### src/rtl/rs_bma_sched_pkg.sv
// Shared types for the BMA scheduler slice: RS symbol type, code sizes,
// scheduler FSM encodings and the all-zero-but-one locator constant.
package rs_bma_sched_pkg;

  localparam int SYM_W = 8;
  localparam int check = 4;
  localparam int errs  = check / 2;

  typedef logic [SYM_W-1:0] data_t;

  localparam logic [1:0] ST_IDLE  = 2'd0;
  localparam logic [1:0] ST_ISSUE = 2'd1;
  localparam logic [1:0] ST_WAIT  = 2'd2;

  // Locator polynomial 1 + 0x + ... : reported when the engine hangs.
  localparam logic [(errs+1)*SYM_W-1:0] LOC_ONE =
    {data_t'(1), {(errs*SYM_W){1'b0}}};

endpackage

### src/rtl/rs_rr_arb.sv
// Round-robin picker: ireq/iadv in, ogrant_any/ogrant_idx out.
// Search starts at pointer rr; rr moves past the winner when iadv is high.
module rs_rr_arb #(
  parameter int pCH_NUM = 4
) (
  input  logic                       iclk,
  input  logic                       ireset,
  input  logic [pCH_NUM-1:0]         ireq,
  input  logic                       iadv,
  output logic                       ogrant_any,
  output logic [$clog2(pCH_NUM)-1:0] ogrant_idx
);

  localparam int CH_W = $clog2(pCH_NUM);

  logic [CH_W-1:0] rr;

  function automatic logic [CH_W-1:0] wrap(input int a);
    if (a >= pCH_NUM)
      return CH_W'(a - pCH_NUM);
    return CH_W'(a);
  endfunction

  // Walk from the farthest offset down so the
  // closest pending channel to rr wins.
  always_comb begin
    ogrant_any = 1'b0;
    ogrant_idx = rr;
    for (int k = pCH_NUM - 1; k >= 0; k--) begin
      if (ireq[wrap(int'(rr) + k)]) begin
        ogrant_any = 1'b1;
        ogrant_idx = wrap(int'(rr) + k);
      end
    end
  end

  always_ff @(posedge iclk) begin
    if (ireset)
      rr <= '0;
    else if (iadv)
      rr <= wrap(int'(ogrant_idx) + 1);
  end

endmodule

### src/rtl/rs_bma_sched.sv
// Shares one BMA engine among pCH_NUM syndrome channels: holding regs,
// round-robin launch, tagged result return, watchdog and stray detect.
module rs_bma_sched
  import rs_bma_sched_pkg::*;
#(
  parameter int pCH_NUM  = 4,
  parameter int pTIMEOUT = 1023
) (
  input  logic                         iclk,
  input  logic                         ireset,
  input  logic [pCH_NUM-1:0]           isyndrome_val,
  input  data_t [pCH_NUM-1:0][1:check] isyndrome,
  output logic [pCH_NUM-1:0]           osyndrome_rdy,
  output logic                         obma_syndrome_val,
  output data_t [1:check]              obma_syndrome,
  input  logic                         ibma_loc_poly_val,
  input  data_t [0:errs]               ibma_loc_poly,
  input  data_t [1:errs]               ibma_omega_poly,
  input  data_t                        ibma_loc_poly_deg,
  input  logic                         ibma_loc_failed,
  output logic                         oloc_poly_val,
  output logic [$clog2(pCH_NUM)-1:0]   oloc_ch,
  output data_t [0:errs]               oloc_poly,
  output data_t [1:errs]               oomega_poly,
  output data_t                        oloc_poly_deg,
  output logic                         oloc_failed,
  output logic                         otimeout,
  output logic                         ostray
);

  localparam int CH_W  = $clog2(pCH_NUM);
  localparam int CNT_W = $clog2(pTIMEOUT + 1);
  localparam logic [CNT_W-1:0] TMO = CNT_W'(pTIMEOUT);

  logic [1:0]         state;
  logic [pCH_NUM-1:0] pend;
  logic [pCH_NUM-1:0] load;
  logic [pCH_NUM-1:0] take;
  data_t [1:check]    hold [pCH_NUM];
  logic [CH_W-1:0]    tag;
  logic [CNT_W-1:0]   cnt;
  logic [CNT_W-1:0]   cnt_inc;
  logic               gnt_any;
  logic [CH_W-1:0]    gnt_idx;
  logic               grant;
  logic               expire;

  rs_rr_arb #(
    .pCH_NUM (pCH_NUM)
  ) u_arb (
    .iclk       (iclk),
    .ireset     (ireset),
    .ireq       (pend),
    .iadv       (grant),
    .ogrant_any (gnt_any),
    .ogrant_idx (gnt_idx)
  );

  assign grant = (state == ST_IDLE) && gnt_any;
  assign load  = isyndrome_val & ~pend;

  always_comb begin
    take = '0;
    if (grant)
      take[gnt_idx] = 1'b1;
  end

  assign osyndrome_rdy     = ~pend;
  assign obma_syndrome_val = (state == ST_ISSUE);

  // Saturating count; expiry is judged on the
  // value the counter is about to take.
  assign cnt_inc = (cnt == '1) ? cnt : cnt + 1'b1;
  assign expire  = (cnt_inc >= TMO);

  always_ff @(posedge iclk) begin
    if (ireset) begin
      state         <= ST_IDLE;
      pend          <= '0;
      tag           <= '0;
      cnt           <= '0;
      obma_syndrome <= '0;
      oloc_poly_val <= 1'b0;
      oloc_ch       <= '0;
      oloc_poly     <= '0;
      oomega_poly   <= '0;
      oloc_poly_deg <= '0;
      oloc_failed   <= 1'b0;
      otimeout      <= 1'b0;
      ostray        <= 1'b0;
      for (int i = 0; i < pCH_NUM; i++)
        hold[i] <= '0;
    end else begin
      oloc_poly_val <= 1'b0;
      otimeout      <= 1'b0;
      ostray        <= 1'b0;
      pend          <= (pend & ~take) | load;
      for (int i = 0; i < pCH_NUM; i++)
        if (load[i])
          hold[i] <= isyndrome[i];

      unique case (state)
        ST_IDLE: begin
          if (gnt_any) begin
            obma_syndrome <= hold[gnt_idx];
            tag           <= gnt_idx;
            state         <= ST_ISSUE;
          end
        end
        ST_ISSUE: begin
          cnt   <= '0;
          state <= ST_WAIT;
        end
        ST_WAIT: begin
          if (ibma_loc_poly_val) begin
            oloc_poly_val <= 1'b1;
            oloc_ch       <= tag;
            oloc_poly     <= ibma_loc_poly;
            oomega_poly   <= ibma_omega_poly;
            oloc_poly_deg <= ibma_loc_poly_deg;
            oloc_failed   <= ibma_loc_failed;
            state         <= ST_IDLE;
          end else if (expire) begin
            oloc_poly_val <= 1'b1;
            oloc_ch       <= tag;
            oloc_poly     <= LOC_ONE;
            oomega_poly   <= '0;
            oloc_poly_deg <= '0;
            oloc_failed   <= 1'b1;
            otimeout      <= 1'b1;
            state         <= ST_IDLE;
          end else begin
            cnt <= cnt_inc;
          end
        end
        default: state <= ST_IDLE;
      endcase

      if (ibma_loc_poly_val && (state != ST_WAIT))
        ostray <= 1'b1;
    end
  end

endmodule
### config.mk
export PLATFORM = sky130hd
export DESIGN_NAME = rs_bma_sched
export DESIGN_NICKNAME = d
export VERILOG_FILES = /design/src/rtl/rs_bma_sched_pkg.sv /design/src/rtl/rs_rr_arb.sv /design/src/rtl/rs_bma_sched.sv
export SDC_FILE = /design/constraint.sdc
export NUM_CORES = 1
export LEC_CHECK = 0
export BUFFER_PORTS_ARGS = -buffer_cell sky130_fd_sc_hd__buf_2
export CORE_ASPECT_RATIO = 1.2
export CORE_MARGIN = 2
export CORE_UTILIZATION = 50
export DETAILED_ROUTE_END_ITERATION = 16
export GPL_ROUTABILITY_DRIVEN = 0
export PLACE_DENSITY = 0.84
export SLEW_MARGIN = 20
export SYNTH_ARGS = -nofsm -noshare
export SYNTH_HDL_FRONTEND = slang
export SYNTH_HIERARCHICAL = 1
export SYNTH_SLANG_ARGS = --single-unit
### constraint.sdc
create_clock -name iclk -period 3.1 [get_ports iclk]
set_input_delay 0.155 -clock iclk [delete_from_list [all_inputs] [get_ports iclk]]
set_output_delay 0.155 -clock iclk [all_outputs]
set_load 0.1 [all_outputs]
==> After elaboration in Yosys (flattened, before gate mapping) <==
Memories as Yosys holds them, arrays and structs flattened. A register that Yosys moved wholly into a read port is not among the register bits.
Cells that the tools add are included.
{ "op_classes": {"bitwise_logic": 10, "addsub": 10, "multipliers": 0, "reduce_logical": 12, "n_eq_ne": 8, "mux": 83, "n_lt_le_gt_ge": 12, "n_div": 0, "shifts": 0} }
{ "op_table": {"columns": ["cell", "n"], "rows": [
  ["$mux 32", 4],
  ["$mux 24", 2],
  ["$mux 2", 23],
  ["$mux 1", 39],
  ["$mux 16", 2],
  ["$mux 10", 3],
  ["$pmux 10 s2", 1],
  ["$mux 8", 2],
  ["$lt 2x3->1 const B", 5],
  ["$ge 3x3->1 const B", 4],
  ["$add 10x1->10 const B", 1],
  ["$eq 10x10->1 const B", 1],
  ["$ge 10x10->1 const B", 1],
  ["$sub 2x1->2 const B", 5],
  ["$and 4x4->4", 2],
  ["$bmux 1 s2", 4],
  ["$ne 2x2->1 const B", 4],
  ["$not 4->4", 2],
  ["$add 2x1->3 const B", 2],
  ["$add 2x2->3 const B", 2],
  ["$pmux 2 s3", 1],
  ["$reduce_and 2->1", 3],
  ["$mux 4", 1],
  ["$or 1x1->1", 4],
  ["other kinds (14)", 17]
]} }
{ "totals": {"out_inout_bits": 91, "romBits": 0, "ram_bits": 128, "input_bits": 184, "n_memories": 1, "latch_bits": 0, "reg_bits": 74} }
{ "memory_table": {"columns": ["memory", "words", "width", "rd", "rd_clocked_by_memory_dff", "wr", "line", "rtl"], "rows": [
  ["hold", 4, 32, 1, 1, 4, "rs_bma_sched.sv:39", "data_t [1:check] hold [pCH_NUM];"]
]} }

==> Logic depth before layout (Yosys ltp) <==
{ "logic_depth": {"word_depth": 20, "depth_mapped": 11, "depth_no_buf": 7} }

==> By module <==
Netlist, hierarchy kept.
{ "modules_own_cells": {"columns": ["module", "n_inst", "area_per_inst_um2", "cells_each"], "rows": [
  ["rs_bma_sched", 1, 9459.1, 742],
  ["rs_rr_arb", 1, 269.0, 36]
]} }

==> Worst setup path after synthesis <==
Ideal clock, no wire load.
{ "synth_timing": {"path_type": "reg2reg", "start": "reg pend[0]", "end": "reg obma_syndrome[16] (netlist bit)", "setup_time_ns": 0.132, "stages_incl_launch_ff": 10, "arrival_ns": 2.605, "slack_ns": 0.363, "path_buffers": 3, "cell_sequence": "dfxtp_1 buf_6 nor2_2 o22ai_1 a222oi_1 clkbuf_1 buf_1 mux4_2 nand2_1 a21oi_1"} }
{ "synth_via": {"elab_cells_between_ends": 17, "cone_classes": "mux (16); reduce/logical (1)"} }
{ "synth_rtl": {"columns": ["item", "line", "rtl"], "rows": [
  ["start: declaration", "rs_bma_sched.sv:36", "logic [pCH_NUM-1:0] pend;"],
  ["start signal: assignment", "rs_bma_sched.sv:97", "pend <= (pend & ~take) | load;"],
  ["$bmux 1 s2", "rs_rr_arb.sv:30", "if (ireq[wrap(int'(rr) + k)]) begin"],
  ["$mux 1 (implied by the code)", "rs_rr_arb.sv:30", null],
  ["$mux 2 (3 in series)", "rs_rr_arb.sv:30", null],
  ["$mux 2 *", "rs_rr_arb.sv:30", null],
  ["via gnt_idx[0]", "rs_bma_sched.sv:44", "logic [CH_W-1:0] gnt_idx;"],
  ["end signal: assignment", "rs_bma_sched.sv:105", "obma_syndrome <= hold[gnt_idx];"],
  ["end: declaration", "rs_bma_sched.sv:15", "output data_t [1:check] obma_syndrome,"]
]} }
Mark *: on every way through the listed nets, which the timed path passes. The rest lies on a longest branch. The select of a mux whose other input is x is not followed.
A chain may end at the register's enable or synchronous reset.

==> Worst setup path after layout <==
{ "layout_timing": {"start": "reg cnt[0]", "end": "reg cnt[7]"} }
{ "layout_via": {"elab_chain_cells": 5, "elab_cells_between_ends": 9, "cone_classes": "add/sub (1); order compare (1); eq/ne (2); mux (4); reduce/logical (1)"} }
{ "layout_rtl": {"columns": ["item", "line", "rtl"], "rows": [
  ["start: declaration", "rs_bma_sched.sv:41", "logic [CNT_W-1:0] cnt;"],
  ["start signal: assignment", "rs_bma_sched.sv:133", "cnt <= cnt_inc;"],
  ["$add 10x1->10 or $eq 10x10->1 (tied branches)", "rs_bma_sched.sv:73", "assign cnt_inc = (cnt == '1) ? cnt : cnt + 1'b1;"],
  ["$mux 10 *", "rs_bma_sched.sv:73", null],
  ["$ge 10x10->1 or $mux 10 (tied branches)", "rs_bma_sched.sv:74, rs_bma_sched.sv:123", null],
  ["$ne 2x2->1 (no source line) or $mux 10 (tied branches)", null, null],
  ["$reduce_and 3->1 (no source line) or $pmux 10 s2 (tied branches)", null, null]
]} }
Every way passes the cells marked *; elsewhere a longest branch is shown, timed or not. The select of a mux whose other input is x is not followed.

==> impl_metrics.env <==
export IMPL_via_per_inst=5.56
export IMPL_grt_pass1_vias=8814
export IMPL_crit_path_start_kind="register"
export IMPL_start_util=0.512
export IMPL_clkPwrFrac=0.282
export IMPL_cts_tree="yes"
export IMPL_slew_headroom=0.588
export IMPL_core_rowCount=55
export IMPL_final_util=0.736
export IMPL_regArea_sq_um=5970
export IMPL_vias=8329
export IMPL_powerDensity_nw_per_um2=751
export IMPL_syn_num_nets=967
export IMPL_end_kind="register"
export IMPL_place_hpwl_mm=16.4
export IMPL_tns_ns=0
export IMPL_skew_ns=0.0118
export IMPL_grt_pass1_wl_mm=47.5
export IMPL_syn_inst=778
export IMPL_die_y_um=157
export IMPL_status="finished clean"
export IMPL_synth_sequential_area_ratio=0.613
export IMPL_drive_gt1_frac=0.310
export IMPL_pwr_share_comb=0.350
export IMPL_r2r_slack_ns=0.31
export IMPL_synth_edff_count=128
export IMPL_cellInternalPower_mw=6.50
export IMPL_cts_resized=0
export IMPL_fin_crit_sh=0.899
export IMPL_cp_max_fo=17
export IMPL_fill_cells=1152
export IMPL_coreArea_sq_um=19000
export IMPL_hold_path_class="primary input to register"
export IMPL_wl_mm=31.3
export IMPL_setup_viol=0
export IMPL_synth_top_flop_cell="edfxtp_1"
export IMPL_vdd_ir_drop_worst_mv=0.876
export IMPL_die_w_um=131
export IMPL_dp_cells=1274
export IMPL_numPortBuffers=274
export IMPL_multiInputGateArea_sq_um=3480
export IMPL_drv_slew=0
export IMPL_clkTransAtPathRegs_ns=0.06
export IMPL_fmax_ghz=0.359
export IMPL_switching_share=0.381
export IMPL_route_detailed_drc=0
export IMPL_drtPass1Iterations=7
export IMPL_cts_root_buffer="clkbuf_16"
export IMPL_clkLatencyLatePin_ns=0.52
export IMPL_max_cap_violations=0
export IMPL_rsz0062_at_grt="no"
export IMPL_clock_sinks=234
export IMPL_wire_per_inst_um=20.9
export IMPL_worst_slew_pin_slew_ns=0.618
export IMPL_syn2layout_area_growth_pct=43.7
export IMPL_layout_cells_non_filler=1497
export IMPL_ys_seq_elements=234
export IMPL_cts_max_path_buffers=3
export IMPL_ios=275
export IMPL_globalRouteOverflowTotal=0
export IMPL_post_cts_setup_buffers=0
export IMPL_hold_viol_final=0
export IMPL_power_switching_mw=4.00
export IMPL_async_flop_share=0
export IMPL_postCtsHoldBufs=177
export IMPL_worstPathRequired_ns=3.53
export IMPL_track_usage=0.297
export IMPL_cp_arrival_ns=3.22
export IMPL_fin_ws_ns=0.312
export IMPL_ant_nets=0
export IMPL_path_class="register to register"
export IMPL_finalNetCount=1411
export IMPL_first_iter_violations=631
export IMPL_p_leak_nw=5.93
export IMPL_grt_max_degree=48
export IMPL_pwr_share_seq=0.368
export IMPL_synth_area_per_cell_sq_um=12.5
export IMPL_synth_distinct_cells=60
export IMPL_synth_area_sq_um=9730
export IMPL_dp_slack_ns=0.322
export IMPL_period_needed_ns=2.79
export IMPL_numCtsBuffers=24
export IMPL_ys_warn_count=6
export IMPL_htree_levels=1
export IMPL_antenna_found_initial=1
export IMPL_die_area_sq_um=20600
==> state kept, by name, indices dropped and copies added (netlist names) <==
register / flops
oloc_ch: 2
otimeout: 1
tag: 2
hold: 128
state: 2
oloc_poly_deg: 8
ostray: 1
cnt: 10
oloc_failed: 1
obma_syndrome: 32
oloc_poly_val: 1
oomega_poly: 16
u_arb/rr: 2
oloc_poly: 24
pend: 4
==> power by group through the flow <==
stage          Sequential [mW]  Combinational [mW]  Clock [mW]
6_report                  3.87                3.68        2.96
2_1_floorplan             5.09                1.44           0
4_1_cts                   3.85                3.60        2.98
3_5_place_dp              3.91                3.43           0
5_1_grt                   3.90                3.84        3.11
3_3_place_gp              3.89                3.38           0
==> critical path: stages (launching register included) <==
cell and delay (ns):
dfxtp_1 0.47, ha_1 0.21, and3_1 0.30, nand3_2 0.18, mux2_4 0.36, o41a_1 0.61, and2_1 0.32, a211oi_1 0.25
==> path summary, 6_finish.rpt <==
| path | cells past startpoint | startpoint | endpoint |
|---|---|---|---|
| min reg2reg | 2 | obma_syndrome[3] | obma_syndrome[3] |
| min | 3 | isyndrome_val[1] | pend[1] |
| max | 7 | cnt[0] | cnt[7] |
| max reg2reg | 7 | cnt[0] | cnt[7] |
==> layout make-up <==
| class | count | area share |
|---|---|---|
| antenna | 1 | 0.000179 |
| clock buffer | 36 | 0.0508 |
| clock inverter | 8 | 0.00707 |
| inverter | 16 | 0.00430 |
| multi-input combinational | 475 | 0.249 |
| sequential | 234 | 0.427 |
| tap | 256 | 0.0229 |
| timing repair buffer | 471 | 0.239 |
==> cell families after synthesis <==
logic type / Yosys count / share of synthesized area
AOI/OAI and AO/OA: 146 / 0.110
and+or+nand+nor: 289 / 0.160
muxes: 35 / 0.0777
buffers and inverters: 69 / 0.0327
DFF: 234 / 0.613
adders and majority gates: 5 / 0.00643
==> layer usage <==
layer  global-route usage  vias to the layer above  wire (um)
li1                     -                     3710          -
met4                0.148                        0       1450
met1                0.328                     3996      11000
met5                    0                        -          0
met2                0.551                      496      16400
met3               0.0551                      127       2540
==> through the flow <==
step / instance area (sq um) / hold slack [ns] / power [mW]
global placement: 11400 / 0.370 / 7.27
finish: 14000 / 0.0409 / 10.5
CTS: 13900 / 0.0169 / 10.4
global route: 14000 / 0.0490 / 10.9
floorplan: 9730 / 0.228 / 6.53
detailed placement: 11400 / 0.375 / 7.33
==> placed cells by master (no fill, tap or decap), types with 9 or more instances in the layout <==
cell,count
a22o_1,47
inv_1,15
buf_2,274
dlygate4sd3_1,177
a21oi_1,50
nand2_1,86
clkbuf_16,26
and2_1,132
buf_4,17
mux4_2,32
edfxtp_1,128
nor2_1,12
dfxtp_1,106
o21ai_0,9
==> Yosys cell counts (2+ instances only) <==
master,count,area [sq um]
nor3_1,5,25.0
a21oi_1,50,250
o22ai_1,4,25.0
buf_2,5,25.0
ha_1,5,62.6
a22o_1,47,412
mux4_2,32,721
nand3_1,6,30.0
nand2_1,87,327
and4_1,2,17.5
a211oi_1,5,37.5
o21ai_0,9,45.0
dfxtp_1,106,2120
buf_6,7,78.8
clkbuf_1,36,135
o31ai_1,4,30.0
and2_1,132,826
inv_1,15,56.3
a31oi_1,5,31.3
mux2i_1,2,20.0
and3_1,7,43.8
a221oi_2,2,30.0
nor2_1,16,60.1
buf_1,5,18.8
nand4_1,7,43.8
nor3b_1,2,15.0
edfxtp_1,128,3840
nor2b_1,5,31.3
nand2b_1,11,68.8
(Power assumes the default switching activity.)
